==> config.mk <==
export PLATFORM = sky130hd
export DESIGN_NAME = pipelined_adder
export DESIGN_NICKNAME = d
export VERILOG_FILES = /design/src/rtl/adder_pkg.sv /design/src/rtl/adder_slice.sv /design/src/rtl/pipelined_adder.sv
export SDC_FILE = /design/constraint.sdc
export NUM_CORES = 1
export LEC_CHECK = 0
export ABC_AREA = 1
export BUFFER_PORTS_ARGS = -buffer_cell sky130_fd_sc_hd__buf_2
export CAP_MARGIN = 20
export CORE_MARGIN = 2
export CORE_UTILIZATION = 30
export CTS_BUF_LIST = sky130_fd_sc_hd__clkbuf_2
export DETAILED_ROUTE_END_ITERATION = 8
export GPL_ROUTABILITY_DRIVEN = 0
export GPL_TIMING_DRIVEN = 0
export SLEW_MARGIN = 20
export SYNTH_ARGS = -nofsm -noshare
export SYNTH_HDL_FRONTEND = slang
export SYNTH_HIERARCHICAL = 1
export SYNTH_SLANG_ARGS = --single-unit
==> constraint.sdc <==
create_clock -name clk -period 2 [get_ports clk]
set_input_delay 0.1 -clock clk [delete_from_list [all_inputs] [get_ports clk]]
set_output_delay 0.1 -clock clk [all_outputs]
set_load 0.05 [all_outputs]
==> src/rtl/adder_pkg.sv <==
// Shared helpers for the pipelined adder: slice index math, configuration check, stage control record.
// Latency: n/a (package, no logic).
// Backpressure: n/a.
package adder_pkg;

  localparam int DEF_WIDTH  = 8;
  localparam int DEF_STAGES = 2;

  // Per-stage control bits travelling alongside each partial sum.
  typedef struct packed {
    logic vld;
    logic cy;
  } stage_ctl_t;

  // Lowest bit index of carry slice k when each slice is sw bits wide.
  function automatic int slice_lo(input int k, input int sw);
    return k * sw;
  endfunction

  // Legal geometry: at least one stage, no more stages than bits, equal slices.
  function automatic bit cfg_ok(input int width, input int stages);
    return (stages >= 1) && (stages <= width) && ((width % stages) == 0);
  endfunction

endpackage

==> src/rtl/adder_slice.sv <==
// One SW-bit carry slice: sum and carry-out of two slices plus carry-in.
// Latency: combinational.
// Backpressure: none; purely combinational.
module adder_slice
  import adder_pkg::*;
#(
  parameter int SW = 4
) (
  input  logic [SW-1:0] i_a,
  input  logic [SW-1:0] i_b,
  input  logic          i_cin,
  output logic [SW-1:0] o_sum,
  output logic          o_cout
);

  // Widen by one bit so the slice carry-out falls out of the top.
  assign {o_cout, o_sum} = {1'b0, i_a} + {1'b0, i_b} + {{SW{1'b0}}, i_cin};

endmodule

==> src/rtl/pipelined_adder.sv <==
// Pipelined WIDTH-bit adder, carry chain cut into STAGES slices; optional signed overflow (PIPELINED_ADDER_OVF_EN).
// Latency: STAGES cycles from accept to out_valid, one result per cycle.
// Backpressure: out_valid && !out_ready freezes every stage and drops in_ready; bubbles are kept, not collapsed.
module pipelined_adder
  import adder_pkg::*;
#(
  parameter int WIDTH  = DEF_WIDTH,
  parameter int STAGES = DEF_STAGES
) (
  input  logic             clk,
  input  logic             rst_n,
  input  logic             in_valid,
  output logic             in_ready,
  input  logic [WIDTH-1:0] a,
  input  logic [WIDTH-1:0] b,
  input  logic             cin,
  output logic             out_valid,
  input  logic             out_ready,
  output logic [WIDTH-1:0] sum,
  output logic             cout
`ifdef PIPELINED_ADDER_OVF_EN
  ,
  output logic             ovf
`endif
);

  localparam int SW = WIDTH / STAGES;

  if (!cfg_ok(WIDTH, STAGES)) begin : g_cfg_err
    $error("pipelined_adder: need 1 <= STAGES <= WIDTH and WIDTH a multiple of STAGES");
  end

  // Index k is the boundary in front of stage k; index STAGES is the output register.
  stage_ctl_t       w_ctl [STAGES+1];
  logic [WIDTH-1:0] w_sum [STAGES+1];
  // Operands still to be consumed, already shifted so the next slice sits at bit 0.
  logic [WIDTH-1:0] w_a   [STAGES];
  logic [WIDTH-1:0] w_b   [STAGES];
  logic             w_adv;

`ifdef PIPELINED_ADDER_OVF_EN
  // Operand sign bits ride along so the last stage can judge signed overflow.
  logic             w_sa  [STAGES+1];
  logic             w_sb  [STAGES+1];
  assign w_sa[0] = a[WIDTH-1];
  assign w_sb[0] = b[WIDTH-1];
`endif

  assign w_ctl[0] = '{vld: in_valid, cy: cin};
  assign w_sum[0] = '0;
  assign w_a[0]   = a;
  assign w_b[0]   = b;

  // The whole pipe moves together; it only stalls when a finished result is refused.
  assign w_adv    = !w_ctl[STAGES].vld || out_ready;
  assign in_ready = w_adv;

  for (genvar k = 0; k < STAGES; k++) begin : g_stage
    logic [SW-1:0]    w_slice_sum;
    logic             w_slice_cout;
    logic [WIDTH-1:0] w_sum_nxt;
    stage_ctl_t       r_ctl;
    logic [WIDTH-1:0] r_sum;

    adder_slice #(.SW(SW)) u_slice (
      .i_a    (w_a[k][SW-1:0]),
      .i_b    (w_b[k][SW-1:0]),
      .i_cin  (w_ctl[k].cy),
      .o_sum  (w_slice_sum),
      .o_cout (w_slice_cout)
    );

    // Drop the freshly resolved slice into place above the lower result slices.
    always_comb begin
      w_sum_nxt = w_sum[k];
      w_sum_nxt[slice_lo(k, SW) +: SW] = w_slice_sum;
    end

    // Valid shifts on every advance; data only loads for real entries so the output holds its last value.
    always_ff @(posedge clk or negedge rst_n) begin
      if (!rst_n) begin
        r_ctl <= '0;
        r_sum <= '0;
      end else if (w_adv) begin
        r_ctl.vld <= w_ctl[k].vld;
        if (w_ctl[k].vld) begin
          r_ctl.cy <= w_slice_cout;
          r_sum    <= w_sum_nxt;
        end
      end
    end

    assign w_ctl[k+1] = r_ctl;
    assign w_sum[k+1] = r_sum;

    // The last stage has no operands left to forward.
    if (k < STAGES - 1) begin : g_ops
      logic [WIDTH-1:0] r_a;
      logic [WIDTH-1:0] r_b;

      // Forward the unconsumed upper slices, shifted down one slice.
      always_ff @(posedge clk or negedge rst_n) begin
        if (!rst_n) begin
          r_a <= '0;
          r_b <= '0;
        end else if (w_adv && w_ctl[k].vld) begin
          r_a <= w_a[k] >> SW;
          r_b <= w_b[k] >> SW;
        end
      end

      assign w_a[k+1] = r_a;
      assign w_b[k+1] = r_b;
    end

`ifdef PIPELINED_ADDER_OVF_EN
    logic r_sa;
    logic r_sb;

    // Carry the operand sign bits in lockstep with the partial sum.
    always_ff @(posedge clk or negedge rst_n) begin
      if (!rst_n) begin
        r_sa <= 1'b0;
        r_sb <= 1'b0;
      end else if (w_adv && w_ctl[k].vld) begin
        r_sa <= w_sa[k];
        r_sb <= w_sb[k];
      end
    end

    assign w_sa[k+1] = r_sa;
    assign w_sb[k+1] = r_sb;
`endif
  end

  assign out_valid = w_ctl[STAGES].vld;
  assign sum       = w_sum[STAGES];
  assign cout      = w_ctl[STAGES].cy;

`ifdef PIPELINED_ADDER_OVF_EN
  // Like-signed operands producing an opposite-signed sum; all-zero registers give 0 after reset.
  assign ovf = (w_sa[STAGES] == w_sb[STAGES]) && (sum[WIDTH-1] != w_sa[STAGES]);
`endif

endmodule
Yosys cells after proc, flatten, opt, wreduce, memory -nomap -nowiden:

Cells that the tools add are included.

* output and inout bits: 11
* word-level logic and storage cells: 17
* input port bits: 21
* bits in registers: 24

* add/subtract/negate cells: 4
* reductions and logical operators: 5

Operator list (count)
* 4-bit by 4-bit adder with 5-bit output: 2
* 5-bit by 1-bit adder with 5-bit output: 2
* 2-bit AND reduction: 2
* 1-bit logical AND: 1
* 1-bit logical NOT: 1
* 1-bit logical OR: 1

Longest topological paths before layout:

* depth in word-level cells: 3
* gate-level depth with buffers: 7

Hierarchy:

The synthesis kept the hierarchy.

By module, submodules not included
* pipelined_adder: seq. area each 600.6 sq um, cells an instance 102, area an instance 973.4 sq um, times used 1
* adder_slice: seq. area each 0.0 sq um, cells an instance 25, area an instance 165.2 sq um, times used 2

Least setup slack after synthesis:

Ideal clock, no wire load.

* path kind: register to register
* start point: register g_stage[0].g_ops.r_a[0]
* end point: register g_stage[1].r_sum[5], in the netlist sum[5]
* required time: 1.935 ns
* cell stages (with the launch flop): 7
* library setup time: 0.065 ns
* arrival time: 1.472 ns
* slack: 0.463 ns
* path through: dfrtp_1 fa_1 inv_1 fa_1 inv_1 nand3_1 nand2_1

* cells in the longest elaborated chain, start to end: 2

Ends and longest elaborated chain
* from (decl): line pipelined_adder.sv:98 `logic [WIDTH-1:0] r_a;`
* from (signal assigned): line pipelined_adder.sv:107 `r_a <= w_a[k] >> SW;`
* 4-bit by 4-bit adder with 5-bit output: line adder_slice.sv:17 `assign {o_cout, o_sum} = {1'b0, i_a} + {1'b0, i_b} + {{SW{1'b0}}, i_cin};`
* 5-bit by 1-bit adder with 5-bit output: line adder_slice.sv:17
* via g_stage[1].w_slice_sum[1]: line pipelined_adder.sv:59 `logic [SW-1:0] w_slice_sum;`
* to (signal assigned): line pipelined_adder.sv:88 `r_sum <= w_sum_nxt;`
* to (decl): line pipelined_adder.sv:63 `logic [WIDTH-1:0] r_sum;`

The timed path passes the listed nets, and every way through them passes these cells.
A chain may end at the register's enable or synchronous reset.

Worst setup path in the final report:

Ends and elaborated chain as after synthesis.

==> reports/summary.txt <==
fmax: 606 MHz
main area contributors after synthesis: dfrtp_1 (46%), nand2_1 (16%), nand3_1 (11%)
Final Hold Viols: 0
sw frac: 42.6%
PortBufs: 31
FF+latch area: 601 sq um
total routed wirelength: 2610 um
outcome: finished, final reports clean
fin nets: 228
relative slew slack: 63.7%
share of layout cells above drive strength 1: 23.0%
Mapped Cells: 152
cell taking the most area after synthesis: dfrtp_1
number of global-route vias before repair: 1103
first-pass GRT wire length: 4820 um
Vias: 1075
CTS clk-pin slew, worst paths: 0.23 ns
setup_tns: 0 ns
post-synth net total: 183
R2R Setup Slk: 0.35 ns
maxcap violations: 0
Synth warnings: 6
Reg-to-Reg Start: g_stage[0].g_ops.r_a[0]$_DFFE_PN0P_
Root Buffer: clkbuf_2
minimum clock period: 1.65 ns
DP Worst Slack: 0.394 ns
Setup crit end kind: flip-flop
final slew viol count: 0
setup bufs post-CTS: 0
P_leak: 0.928 nW
Post-Layout Cell Count: 246
hold_buf cts: 9
commonest non-fill, non-tap cell in the layout: nand2_1
PnR worst setup slack: 0.350 ns
Worst EP required: 2.30 ns
CTS tree: built
Distinct cells, synth: 16
top cell type's share of synthesized area: 46.1%
Antenna Nets Post-Route: 0
R2R depth: 6
drt first-iter violations: 70
Die Ht: 69.9 um
io pins: 32
initial antenna violation count: 0
register share of total power: 38.5%
Overflow after GRT: 0
worst skew pair latency: 0.33 ns
Gate power share: 43.4%
Setup crit end: sum[5]$_DFFE_PN0P_
Syn-to-layout area delta: 27.1%
Power Total: 1.77 mW
cts repair resizes: 0
period utilization: 82.5%
Power per Cell Area: 1070 mW/mm^2
HPWL Detailed: 1960 um
clock skew: 0.00454 ns
footprint of the multi-input gates: 593 sq um
worst hold path class: input port to flip-flop
Arrival @ worst endpoint: 1.95 ns
synthesized cell area: 0.00130 sq mm
Die Wd: 69.9 um
Crit Path Class: flip-flop to flip-flop
Final Setup Violations: 0
synthesized area per cell: 8.58 sq um
total CTS buffers: 3
drt drc: 0
dpl cells: 233
RSZ-0062 raised after global routing: false
critical-path maximum fanout: 3
Clk pwr share: 18.1%
worst r2r dst: sum[5]$_DFFE_PN0P_
clock tree buffer depth: 2
worst vdd ir: 334 uV
largest net degree at the start of global routing: 25
vias per inst: 4.37
TritonCTS Sinks: 24
# rows: 23
share of the yosys chip area belonging to registers: 46.1%
launch point of the worst path: g_stage[0].g_ops.r_a[0]$_DFFE_PN0P_
core area: 0.00409 sq mm
commonest non-fill, non-tap cells in the layout: nand2_1 (54), buf_2 (32), nand3_1 (28)
Synth Register Bits: 24
switching power: 0.753 mW
Initial Utilization: 31.9%
Routed WL per cell: 10.6 um
worst-margin pin slew: 0.545 ns
iteration count of the initial detailed-routing pass: 4
Diodes inserted: 0
H-tree depth: 1
Worst setup SP type: flip-flop
Fillers: 431
All-Layer GR Usage: 12.1%
DIE AREA: 0.00489 sq mm
Int Pwr: 1.01 mW
[how the worst min path moves through the flow]
stage	start	endpoint	slack [ns]	cells after the start
final	in_valid	g_stage[0].g_ops.r_b[3]$_DFFE_PN0P_	0.04	3
after global routing	in_valid	g_stage[0].g_ops.r_a[3]$_DFFE_PN0P_	0.004	3
after CTS	in_valid	g_stage[0].g_ops.r_a[3]$_DFFE_PN0P_	0.02	3
after detailed placement	rst_n	sum[7]$_DFFE_PN0P_	0.12	1
after global placement	rst_n	sum[7]$_DFFE_PN0P_	0.11	1
after floorplan	rst_n	cout$_DFFE_PN0P_	-0.20	0
[power by group through the flow]
stage                     registers, mW  clock network [mW]  logic [mW]
after floorplan                   0.962                   0       0.304
after global placement            0.687                   0       0.755
after detailed placement          0.694                   0       0.763
after CTS                         0.684               0.334       0.777
after global routing              0.700               0.350       0.850
final                             0.681               0.319       0.767
[through the flow]
step                      hold WS [ns]  cell area, sq um  utilization [%]
final                           0.0437              1660             40.5
after global routing           0.00355              1660             40.5
after detailed placement         0.115              1520             37.2
after global placement           0.110              1520             37.2
after CTS                       0.0169              1660             40.5
after floorplan                 -0.196              1300                -
[final cells by class]
cell class	count	area share [%]
Clock inverter	1	1.81
Clock buffer	3	0.906
Sequential cell	24	36.3
Inverter	16	3.63
Tap cell	50	3.78
Buffer	5	3.02
Timing Repair Buffer	40	14.8
Multi-Input combinational cell	107	35.8
[registers in the layout, indices dropped and copies added, names as in the netlist]
name	cells
sum	8
cout	1
g_stage.r_sum	4
out_valid	1
g_stage.g_ops.r_a	4
g_stage.r_ctl	2
g_stage.g_ops.r_b	4
[worst max-delay path: stages (launching register included)]
cell,delay (ns)
dfrtp_1,0.45
fa_1,0.47
inv_1,0.09
fa_1,0.40
inv_1,0.06
nand3_1,0.07
nand2_1,0.07
[routing by layer]
| layer | global-route usage (%) | vias up | share of wire (%) |
|---|---|---|---|
| li1 | - | 567 | - |
| met1 | 16.2 | 467 | 50 |
| met2 | 19.6 | 39 | 44 |
| met3 | 1.88 | 2 | 6.1 |
| met4 | 4.49 | 0 | 0.15 |
| met5 | 0 | - | 0 |
[cell usage after synthesis (all sizes together)]
library cell and number:
ha 6, nand3 28, nor2 2, a21oi 4, dfrtp 24, nand2 58, inv 16, buf 5
o21ai 3, xnor2 2, fa 4
[kinds of logic after synthesis]
group                    Yosys count  share of synthesized area (%)
AND/OR/NAND/NOR                   88                           29.6
flip-flops                        24                           46.1
buffers and inverters             21                           8.44
adder cells (fa/ha/maj)           10                           11.9
AO/OA/AOI/OAI                      7                           2.69
XOR/XNOR                           2                           1.34
Power figures use the tool's default switching activity.
